File: config.mk
export PLATFORM = sky130hd
export DESIGN_NAME = dshot_frame_receiver
export DESIGN_NICKNAME = d
export VERILOG_FILES = /design/src/rtl/dshot_pkg.sv /design/src/rtl/dshot_input_sync.sv /design/src/rtl/dshot_frame_receiver.sv
export SDC_FILE = /design/constraint.sdc
export NUM_CORES = 1
export LEC_CHECK = 0
export ABC_AREA = 1
export ABC_CLOCK_PERIOD_IN_PS = 2550
export CAP_MARGIN = 20
export CORE_MARGIN = 8
export CORE_UTILIZATION = 55
export DETAILED_ROUTE_END_ITERATION = 16
export PLACE_DENSITY = 0.87
export SYNTH_ARGS = -nofsm -noshare
export SYNTH_HDL_FRONTEND = slang
export SYNTH_SLANG_ARGS = --single-unit
File: constraint.sdc
create_clock -name clk -period 2.55 [get_ports clk]
set_input_delay 0.6375 -clock clk [delete_from_list [all_inputs] [get_ports clk]]
set_output_delay 0.6375 -clock clk [all_outputs]
set_load 0.02 [all_outputs]
File: src/rtl/dshot_pkg.sv
// dshot_pkg
// Shared definitions for the DShot receive path: frame length, the receiver
// FSM state type, and default timing constants for a 48 MHz system clock.
// Ports: none (package).
package dshot_pkg;

  localparam int DSHOT_FRAME_BITS = 16;

  // Clock cycles per bit at 48 MHz for the common DShot rates
  localparam int DSHOT150_BIT_PERIOD_48M = 320;
  localparam int DSHOT300_BIT_PERIOD_48M = 160;
  localparam int DSHOT600_BIT_PERIOD_48M = 80;

  // Glitch floor and inter-bit gap timeout used with DShot600 at 48 MHz
  localparam int DSHOT600_MIN_HIGH_48M   = 8;
  localparam int DSHOT600_GAP_48M        = 2 * DSHOT600_BIT_PERIOD_48M;

  typedef enum logic [1:0] {
    IDLE = 2'd0,
    HIGH = 2'd1,
    LOW  = 2'd2
  } dshot_state_t;

endpackage

File: src/rtl/dshot_input_sync.sv
// dshot_input_sync
// Brings the asynchronous DShot line into the clk domain and produces
// registered one-cycle rise/fall pulses for the frame receiver.
// Optional macro DSHOT_GLITCH_FILTER_EN inserts a 3-sample majority filter
// after the synchronizer (adds 2 cycles of latency, rejects 1-cycle spikes).
// Ports:
//   clk  - system clock
//   rst  - asynchronous active-high reset
//   line - raw DShot input, asynchronous to clk
//   rise - one-cycle pulse on a qualified low->high transition
//   fall - one-cycle pulse on a high->low transition
module dshot_input_sync
  import dshot_pkg::*;
(
  input  logic clk,
  input  logic rst,
  input  logic line,
  output logic rise,
  output logic fall
);

  logic syncA;
  logic syncIn;
  logic level;
  logic prevLevel;
  logic armed;
  logic levelValid;

`ifdef DSHOT_GLITCH_FILTER_EN
  // Number of clocks after reset before the filtered level reflects the pin
  localparam int FILL_STAGES = 5;

  logic hist1;
  logic hist2;
  logic filtLevel;

  // Majority of the current and two previous synchronized samples; a pulse
  // of one cycle never gets two votes, wider pulses keep their width.
  always_ff @(posedge clk or posedge rst) begin
    if (rst) begin
      hist1     <= 1'b0;
      hist2     <= 1'b0;
      filtLevel <= 1'b0;
    end else begin
      hist1     <= syncIn;
      hist2     <= hist1;
      filtLevel <= (syncIn & hist1) | (syncIn & hist2) | (hist1 & hist2);
    end
  end

  assign level = filtLevel;
`else
  localparam int FILL_STAGES = 2;

  assign level = syncIn;
`endif

  logic [FILL_STAGES-1:0] fill;

  assign levelValid = fill[FILL_STAGES-1];

  // Synchronizer, edge detection and start-up qualification. The reset
  // value of the pipeline looks like a low line, so a line held high at
  // reset exit would fake a rising edge. fill marks when the pipeline holds
  // genuine pin samples, and rises are only passed on once a genuine low
  // has been seen.
  always_ff @(posedge clk or posedge rst) begin
    if (rst) begin
      syncA     <= 1'b0;
      syncIn    <= 1'b0;
      prevLevel <= 1'b0;
      fill      <= '0;
      armed     <= 1'b0;
      rise      <= 1'b0;
      fall      <= 1'b0;
    end else begin
      syncA     <= line;
      syncIn    <= syncA;
      prevLevel <= level;
      fill      <= {fill[FILL_STAGES-2:0], 1'b1};
      armed     <= armed | (levelValid & ~level);
      rise      <= armed & level & ~prevLevel;
      fall      <= ~level & prevLevel;
    end
  end

endmodule

File: src/rtl/dshot_frame_receiver.sv
// dshot_frame_receiver
// Measures DShot pulse high times, decodes 16 bits MSB-first and publishes
// each complete frame on rawData with a one-cycle frameValid strobe.
// Glitches, over-long highs and inter-bit gaps abort the frame with a
// one-cycle frameError strobe; rawData is then left unchanged.
// Optional macro DSHOT_GLITCH_FILTER_EN (see dshot_input_sync): adds a
// majority filter, frame latency 6 clk instead of 4 clk.
// Parameters:
//   BIT_PERIOD_CYCLES - clk cycles per DShot bit, must be >= 16
//   MIN_HIGH_CYCLES   - shorter high pulses are treated as glitches
//   GAP_CYCLES        - low time that aborts an incomplete frame
// Ports:
//   clk        - system clock
//   rst        - asynchronous active-high reset
//   dshotIn    - raw DShot line, asynchronous to clk
//   rawData    - last complete frame, MSB = first bit received
//   frameValid - one-cycle strobe, rawData updated this cycle
//   frameError - one-cycle strobe, frame aborted
//   busy       - high while a frame is in progress
module dshot_frame_receiver
  import dshot_pkg::*;
#(
  parameter int BIT_PERIOD_CYCLES = DSHOT600_BIT_PERIOD_48M,
  parameter int MIN_HIGH_CYCLES   = DSHOT600_MIN_HIGH_48M,
  parameter int GAP_CYCLES        = DSHOT600_GAP_48M
) (
  input  logic        clk,
  input  logic        rst,
  input  logic        dshotIn,
  output logic [15:0] rawData,
  output logic        frameValid,
  output logic        frameError,
  output logic        busy
);

  localparam int CNT_W = $clog2(GAP_CYCLES + 1) + 1;
  localparam int BIT_W = $clog2(DSHOT_FRAME_BITS);

  localparam logic [CNT_W-1:0] CNT_ONE     = CNT_W'(1);
  localparam logic [CNT_W-1:0] BIT_MAX     = CNT_W'(BIT_PERIOD_CYCLES);
  localparam logic [CNT_W-1:0] HALF_PERIOD = CNT_W'(BIT_PERIOD_CYCLES / 2);
  localparam logic [CNT_W-1:0] MIN_HIGH    = CNT_W'(MIN_HIGH_CYCLES);
  localparam logic [CNT_W-1:0] GAP_MAX     = CNT_W'(GAP_CYCLES);
  localparam logic [BIT_W-1:0] LAST_BIT    = BIT_W'(DSHOT_FRAME_BITS - 1);

  logic rise;
  logic fall;

  dshot_state_t                  state;
  logic [CNT_W-1:0]              highCnt;
  logic [CNT_W-1:0]              lowCnt;
  logic [BIT_W-1:0]              bitCnt;
  logic [DSHOT_FRAME_BITS-2:0]   shiftReg;
  logic                          bitValue;

  dshot_input_sync u_sync (
    .clk  (clk),
    .rst  (rst),
    .line (dshotIn),
    .rise (rise),
    .fall (fall)
  );

  function automatic logic [CNT_W-1:0] satInc(input logic [CNT_W-1:0] value);
    return (value == {CNT_W{1'b1}}) ? value : value + 1'b1;
  endfunction

  // A pulse at least half a bit period long is a 1
  assign bitValue = (highCnt >= HALF_PERIOD);

  assign busy = (state != IDLE) || (bitCnt != '0);

  // Bit-timing FSM. highCnt equals the pin high time when the falling edge
  // arrives; lowCnt counts the low time since the last falling edge. Only
  // 15 bits are kept in shiftReg: the 16th bit goes straight into rawData.
  always_ff @(posedge clk or posedge rst) begin
    if (rst) begin
      state      <= IDLE;
      highCnt    <= '0;
      lowCnt     <= '0;
      bitCnt     <= '0;
      shiftReg   <= '0;
      rawData    <= '0;
      frameValid <= 1'b0;
      frameError <= 1'b0;
    end else begin
      frameValid <= 1'b0;
      frameError <= 1'b0;
      case (state)
        IDLE: begin
          if (rise) begin
            state   <= HIGH;
            highCnt <= CNT_ONE;
          end
        end
        HIGH: begin
          if (highCnt > BIT_MAX) begin
            frameError <= 1'b1;
            bitCnt     <= '0;
            state      <= IDLE;
          end else if (fall) begin
            if (highCnt < MIN_HIGH) begin
              frameError <= 1'b1;
              bitCnt     <= '0;
              state      <= IDLE;
            end else if (bitCnt == LAST_BIT) begin
              rawData    <= {shiftReg, bitValue};
              frameValid <= 1'b1;
              bitCnt     <= '0;
              state      <= IDLE;
            end else begin
              shiftReg <= {shiftReg[DSHOT_FRAME_BITS-3:0], bitValue};
              bitCnt   <= bitCnt + 1'b1;
              lowCnt   <= CNT_ONE;
              state    <= LOW;
            end
          end else begin
            highCnt <= satInc(highCnt);
          end
        end
        LOW: begin
          // A rise in the same cycle as the timeout keeps the frame alive
          if (rise) begin
            state   <= HIGH;
            highCnt <= CNT_ONE;
          end else if (lowCnt >= GAP_MAX) begin
            frameError <= 1'b1;
            bitCnt     <= '0;
            state      <= IDLE;
          end else begin
            lowCnt <= satInc(lowCnt);
          end
        end
        default: begin
          bitCnt <= '0;
          state  <= IDLE;
        end
      endcase
    end
  end

endmodule

Word level (Yosys, flattened, before mapping)

Cells that the tools add are included.

Flip-flop bits (word level): 65
Bits in latches: 0
Bits in writable memories: 0
ROM bits: 0
Bits of input ports: 3
Output and inout bits: 19
Logic and storage cells: 104
Memories kept: 0

Add/subtract/negate cells: 3
$mul: 0
Divide/modulo/power cells: 0
Order comparisons: 4
Equal/unequal tests: 19
Shifts and indexed selects: 0
Muxes and demuxes: 39
Bitwise gates (word level): 11
Reductions and logical operators: 13

Operator list:

| cell                  | count |
|---|---|
| $mux W9               | 11 |
| $pmux W9 S2           | 2 |
| $mux W4               | 6 |
| $add A9 B1 Y9 const B | 2 |
| $eq A9 B9 Y1 const B  | 2 |
| $ne A2 B2 Y1 const B  | 9 |
| $reduce_and A5 Y1     | 3 |
| $mux W2               | 7 |
| $pmux W4 S3           | 1 |
| $mux W1               | 10 |
| $ge A9 B6 Y1 const B  | 1 |
| $ge A9 B8 Y1 const B  | 1 |
| $gt A9 B7 Y1 const B  | 1 |
| $lt A9 B4 Y1 const B  | 1 |
| $reduce_and A8 Y1     | 1 |
| $ne A2 B1 Y1 const B  | 3 |
| $ne A3 B2 Y1 const B  | 2 |
| $not A1 Y1            | 6 |
| $pmux W2 S3           | 1 |
| $reduce_bool A2 Y1    | 3 |
| $add A4 B1 Y4 const B | 1 |
| $and A1 B1 Y1         | 4 |
| $eq A4 B4 Y1 const B  | 1 |
| $reduce_and A4 Y1     | 1 |
| other kinds (9)       | 9 |

Depth between registers and ports, before layout

Depth after elaboration: 6
Mapped depth: 13
Mapped depth without buffers: 13

Hierarchy

A second synthesis with hierarchy kept.

Cell total of the unflattened synthesis: 418
Area total of the unflattened synthesis: 3,308.2 µm²

Modules (own cells, without submodules):

| module               | times used | cells an instance | area an instance (µm²) | sequential area each (µm²) |
|---|---|---|---|---|
| dshot_frame_receiver | 1          | 400               | 3,070.4                | 1,426.4 |
| dshot_input_sync     | 1          | 18                | 237.7                  | 200.2 |

Worst setup path after synthesis

Ideal clock, no wire load.

Path kind: register to register
Start: register lowCnt[0]
End: register lowCnt[5]
Setup time: 0.117 ns
Arrival: 1.687 ns
Required time: 2.433 ns
Slack: 0.746 ns
Stages on the path, launching flop included: 13
Path buffers: 0
Clock period less this slack: 1.804 ns
Path through: dfrtp_1 -> ha_1 -> nand4_1 -> nor2_1 -> ha_1 -> nand2_1 -> o21ai_1 -> nor2_1 -> nand2_1 -> nor2_4 -> nand3_4 -> nand2_1 -> nand2_1

Cells in the longest elaborated chain, start to end: 5
Elaborated cells between the ends (all ways): 10
Those cells by class: add/sub (1); order compare (1); eq/ne (3); mux (4); reduce/logical (1)

Ends and longest elaborated chain:

| item                     | RTL line                    | source |
|---|---|---|
| start: declaration       | dshot_frame_receiver.sv:51  | `logic [CNT_W-1:0] lowCnt;` |
| start signal: assignment | dshot_frame_receiver.sv:131 | `lowCnt <= satInc(lowCnt);` |
| $add A9 B1 Y9            | dshot_frame_receiver.sv:65  | `return (value == {CNT_W{1'b1}}) ? value : value + 1'b1;` |
| $mux W9                  | dshot_frame_receiver.sv:65  |  |
| $mux W9                  | dshot_frame_receiver.sv:126 | `end else if (lowCnt >= GAP_MAX) begin` |
| $mux W9                  | dshot_frame_receiver.sv:123 | `if (rise) begin` |
| $pmux W9 S2              | dshot_frame_receiver.sv:89  | `case (state)` |

Parallel ways exist; a longest one is shown, timed or not. The select of a mux whose other input is x is not followed.
A chain may end at the register's enable or synchronous reset.

Worst setup path after layout

Start: register state[0]
End: output port busy

Cells in the longest elaborated chain, start to end: 2

Ends and longest elaborated chain:

| item                     | RTL line                    | source |
|---|---|---|
| start: declaration       | dshot_frame_receiver.sv:49  | `dshot_state_t state;` |
| start signal: assignment | dshot_frame_receiver.sv:78  | `state <= IDLE;` |
| start signal: assignment | dshot_frame_receiver.sv:92  | `state <= HIGH;` |
| start signal: assignment | dshot_frame_receiver.sv:100 | `state <= IDLE;` |
| $reduce_bool A2 Y1       | dshot_frame_receiver.sv:71  | `assign busy = (state != IDLE) \|\| (bitCnt != '0);` |
| $logic_or A1 B1 Y1       | dshot_frame_receiver.sv:71  |  |
| end: declaration         | dshot_frame_receiver.sv:33  | `output logic busy` |

Every way passes these cells.

==> flow_summary.yaml <==
timing:
  whs_ns: 0.356
  max_freq_mhz: 406
  fin_crit_sh_pct: 96.7
  fin_crit_ns: 2.47
  hold_viol: 0
  skew_ns: 0.0116
  tns_ns: 0
  setup_viol: 0
  final_max_slew_viol_count: 0
  rsz0062_at_grt: "false"
cts:
  ctsHoldBuffers: 0
  cts_setup_buffers: 0
  cts_tree: "done"
  root_buffer: "clkbuf_8"
  clkSlewWorstSetupHoldPaths_ns: 0.08
  post_cts_resized: 0
  cts_max_level: 3
  numCtsBuffers: 9
  numClockSinks: 65
  cts_buffer_depth: 2
  insertion_delay_ns: 0.34
detailed_routing:
  drt_iter0_drc: 204
  viasPerCell: 5.22
  wl_per_cell_microns: 13.1
  firstDrtPassIters: 5
  ant_nets: 0
  drc: 0
  wirelength_mm: 7.01
  num_vias: 2794
setup_path:
  r2r_slack_ns: 0.44
  r2r-start: "lowCnt[0]"
  start_kind: "flop"
  slowest_stage: "clkdlybuf4s50_1"
  cp.arrival_ns: 1.83
  critPathKind: "flop to primary output"
  critPathCapture: "busy"
  path_cells: "inv_1, ha_1, nand3_1, clkdlybuf4s50_1"
  r2r_end: "lowCnt[2]"
  crit_path_start: "state[0]"
  cp_max_fo: 4
  ff2ff_path_depth: 12
  cp_slowest_stage_delay_ns: 0.62
  critPathRequiredTime_ns: 1.91
  end_kind: "primary output"
floorplan:
  dieArea_sq_mm: 0.00899
  io_pins: 22
  coreArea_sq_mm: 0.00596
  fp.dieW_microns: 94.8
  initial_core_util_pct: 57.4
  fp.dieH_microns: 94.8
  placementRows: 28
place:
  portBuffers: 21
  placed_cells: 520
  place_congestion: 0.897
  hpwl_mm: 5.03
  placed_cell_area_sq_mm: 0.00369
synth:
  syn_nets: 445
  synth_top_area_share_pct: 47.6
  yosysWarnings: 0
  yosysTopAreaCell: "dfrtp_1"
  synth_cell_types: 33
  synth.avg_cell_area_sq_um: 7.95
  syn_inst: 430
  ys_ff_latch: 65
  synth.area.top_cells: "dfrtp_1, nand2_1, ha_1"
  yosysSeqAreaShare_pct: 47.6
  netlist_area_sq_mm: 0.00342
cells_and_area:
  fin_nets: 471
  layout-drive-gt1-share_pct: 9.78
  final_cell_count_no_fill: 535
  antenna_cells: 0
  fillers: 480
  synthToLayoutAreaGrowth_pct: 14.2
  final_area_sq_mm: 0.00390
run_status:
  status: "finished, final reports clean"
run:
  max_cap_violations: 0
pwr:
  vdd_drop_max_uv: 531
  power_mw: 2.65
  leakagePower_nw: 2.09
  power_density_mw_per_mm2: 680
min_path:
  hold_path_class: "flop to flop"
grt:
  grt_pass1_vias: 2774
  grt_antenna_before_repair: 0
  grt_pass1_wl_mm: 12.3
  grt-ovfl-total: 0
  gr-usage-all-layers_pct: 17.2
  grt_max_degree: 39
[state kept, by name, indices dropped and copies added (netlist names), 2 cells and up]
name,count
bitCnt,4
highCnt,9
lowCnt,9
rawData,16
shiftReg,15
state,2
u_sync.fill,2
[synthesized netlist by cell type]
master	count
xor2_1	3
o21ai_1	6
nor3_2	1
xnor2_1	1
nand3_4	3
conb_1	1
inv_2	5
nand2_4	4
inv_6	1
a21oi_4	1
nand4_2	1
nand2_2	4
buf_8	1
inv_1	40
buf_2	2
nand3_2	1
buf_6	1
dfrtp_1	65
nor3_1	1
nand3_1	26
buf_4	3
nor2_1	32
a21oi_1	3
ha_1	12
o21ai_0	6
clkbuf_2	1
nor3b_1	1
o211ai_1	1
nor2_4	4
o21bai_1	2
nand4_1	16
nand2_1	179
nor2_2	2
[report_power, final]
part / switching [mW] / leakage, nW / internal, mW
logic: 0.387 / 1.11 / 0.172
clock network: 0.414 / 0.102 / 0.550
registers: 0.0515 / 0.881 / 1.08
[metal layers]
layer,share of wire (%),wire (microns),track usage [%],vias up
li1,-,-,-,1397
met1,44,3120,20.6,1325
met2,49,3470,28.4,63
met3,4.9,342,4.84,9
met4,1.2,84,6.89,0
met5,0,0,0,-
[stage by stage]
stage	setup slack, ns	util, %
floorplan	0.286	-
global placement	0.509	61.9
detailed placement	0.454	61.9
CTS	0.0723	65.5
global route	0.0216	65.5
finish	0.0848	65.5
[cells in the final DEF, fill, tap and decap left out, types with 3 or more instances in the layout]
master           instances
nand2_1                179
nand2_4                  4
clkdlybuf4s50_1         21
ha_1                    12
a21oi_1                  3
dfrtp_1                 65
o21ai_0                  6
nand3_4                  3
nor2_1                  32
o21ai_1                  6
nand3_1                 26
inv_2                    6
clkbuf_8                 9
xor2_1                   3
nor2_4                   4
nand4_1                 16
nand2_2                  4
inv_1                   39
[critical path, delay by kind of cell, from the launching register on]
kind | cells | cell delay [ns]
AND/OR/NAND/NOR | 1 | 0.11
adder cells (fa/ha/maj) | 1 | 0.27
buffers and inverters | 2 | 0.70
flip-flops | 1 | 0.41
[cells by family after synthesis]
family | Yosys count | share of synthesized area, %
and+or+nand+nor | 275 | 36.5
DFF | 65 | 47.6
buffers and inverters | 54 | 7.06
AOI/OAI and AO/OA | 19 | 3.33
adders and majority gates | 12 | 4.39
xor gates and xnor gates | 4 | 1.03
other | 1 | 0.110
[cell type report]
class / count / area, sq um / share of cell area (%)
Multi-Input combinational cell: 311 / 1550 / 39.7
Clock buffer: 9 / 124 / 3.17
Clock inverter: 6 / 92.6 / 2.37
Inverter: 46 / 178 / 4.55
Tap cell: 75 / 93.8 / 2.40
Sequential cell: 65 / 1630 / 41.7
Timing Repair Buffer: 23 / 238 / 6.09
[worst min path at each step]
stage | start | to | cells after the start
2_1_floorplan | u_sync.fill[0] | u_sync.fill[1] | 0
3_3_place_gp | u_sync.fill[0] | u_sync.fill[1] | 0
3_5_place_dp | u_sync.syncA | u_sync.level | 0
4_1_cts | u_sync.syncA | u_sync.level | 0
5_1_grt | u_sync.syncA | u_sync.level | 0
6_report | u_sync.syncA | u_sync.level | 0
No activity file was read; power rests on OpenSTA's default activity.
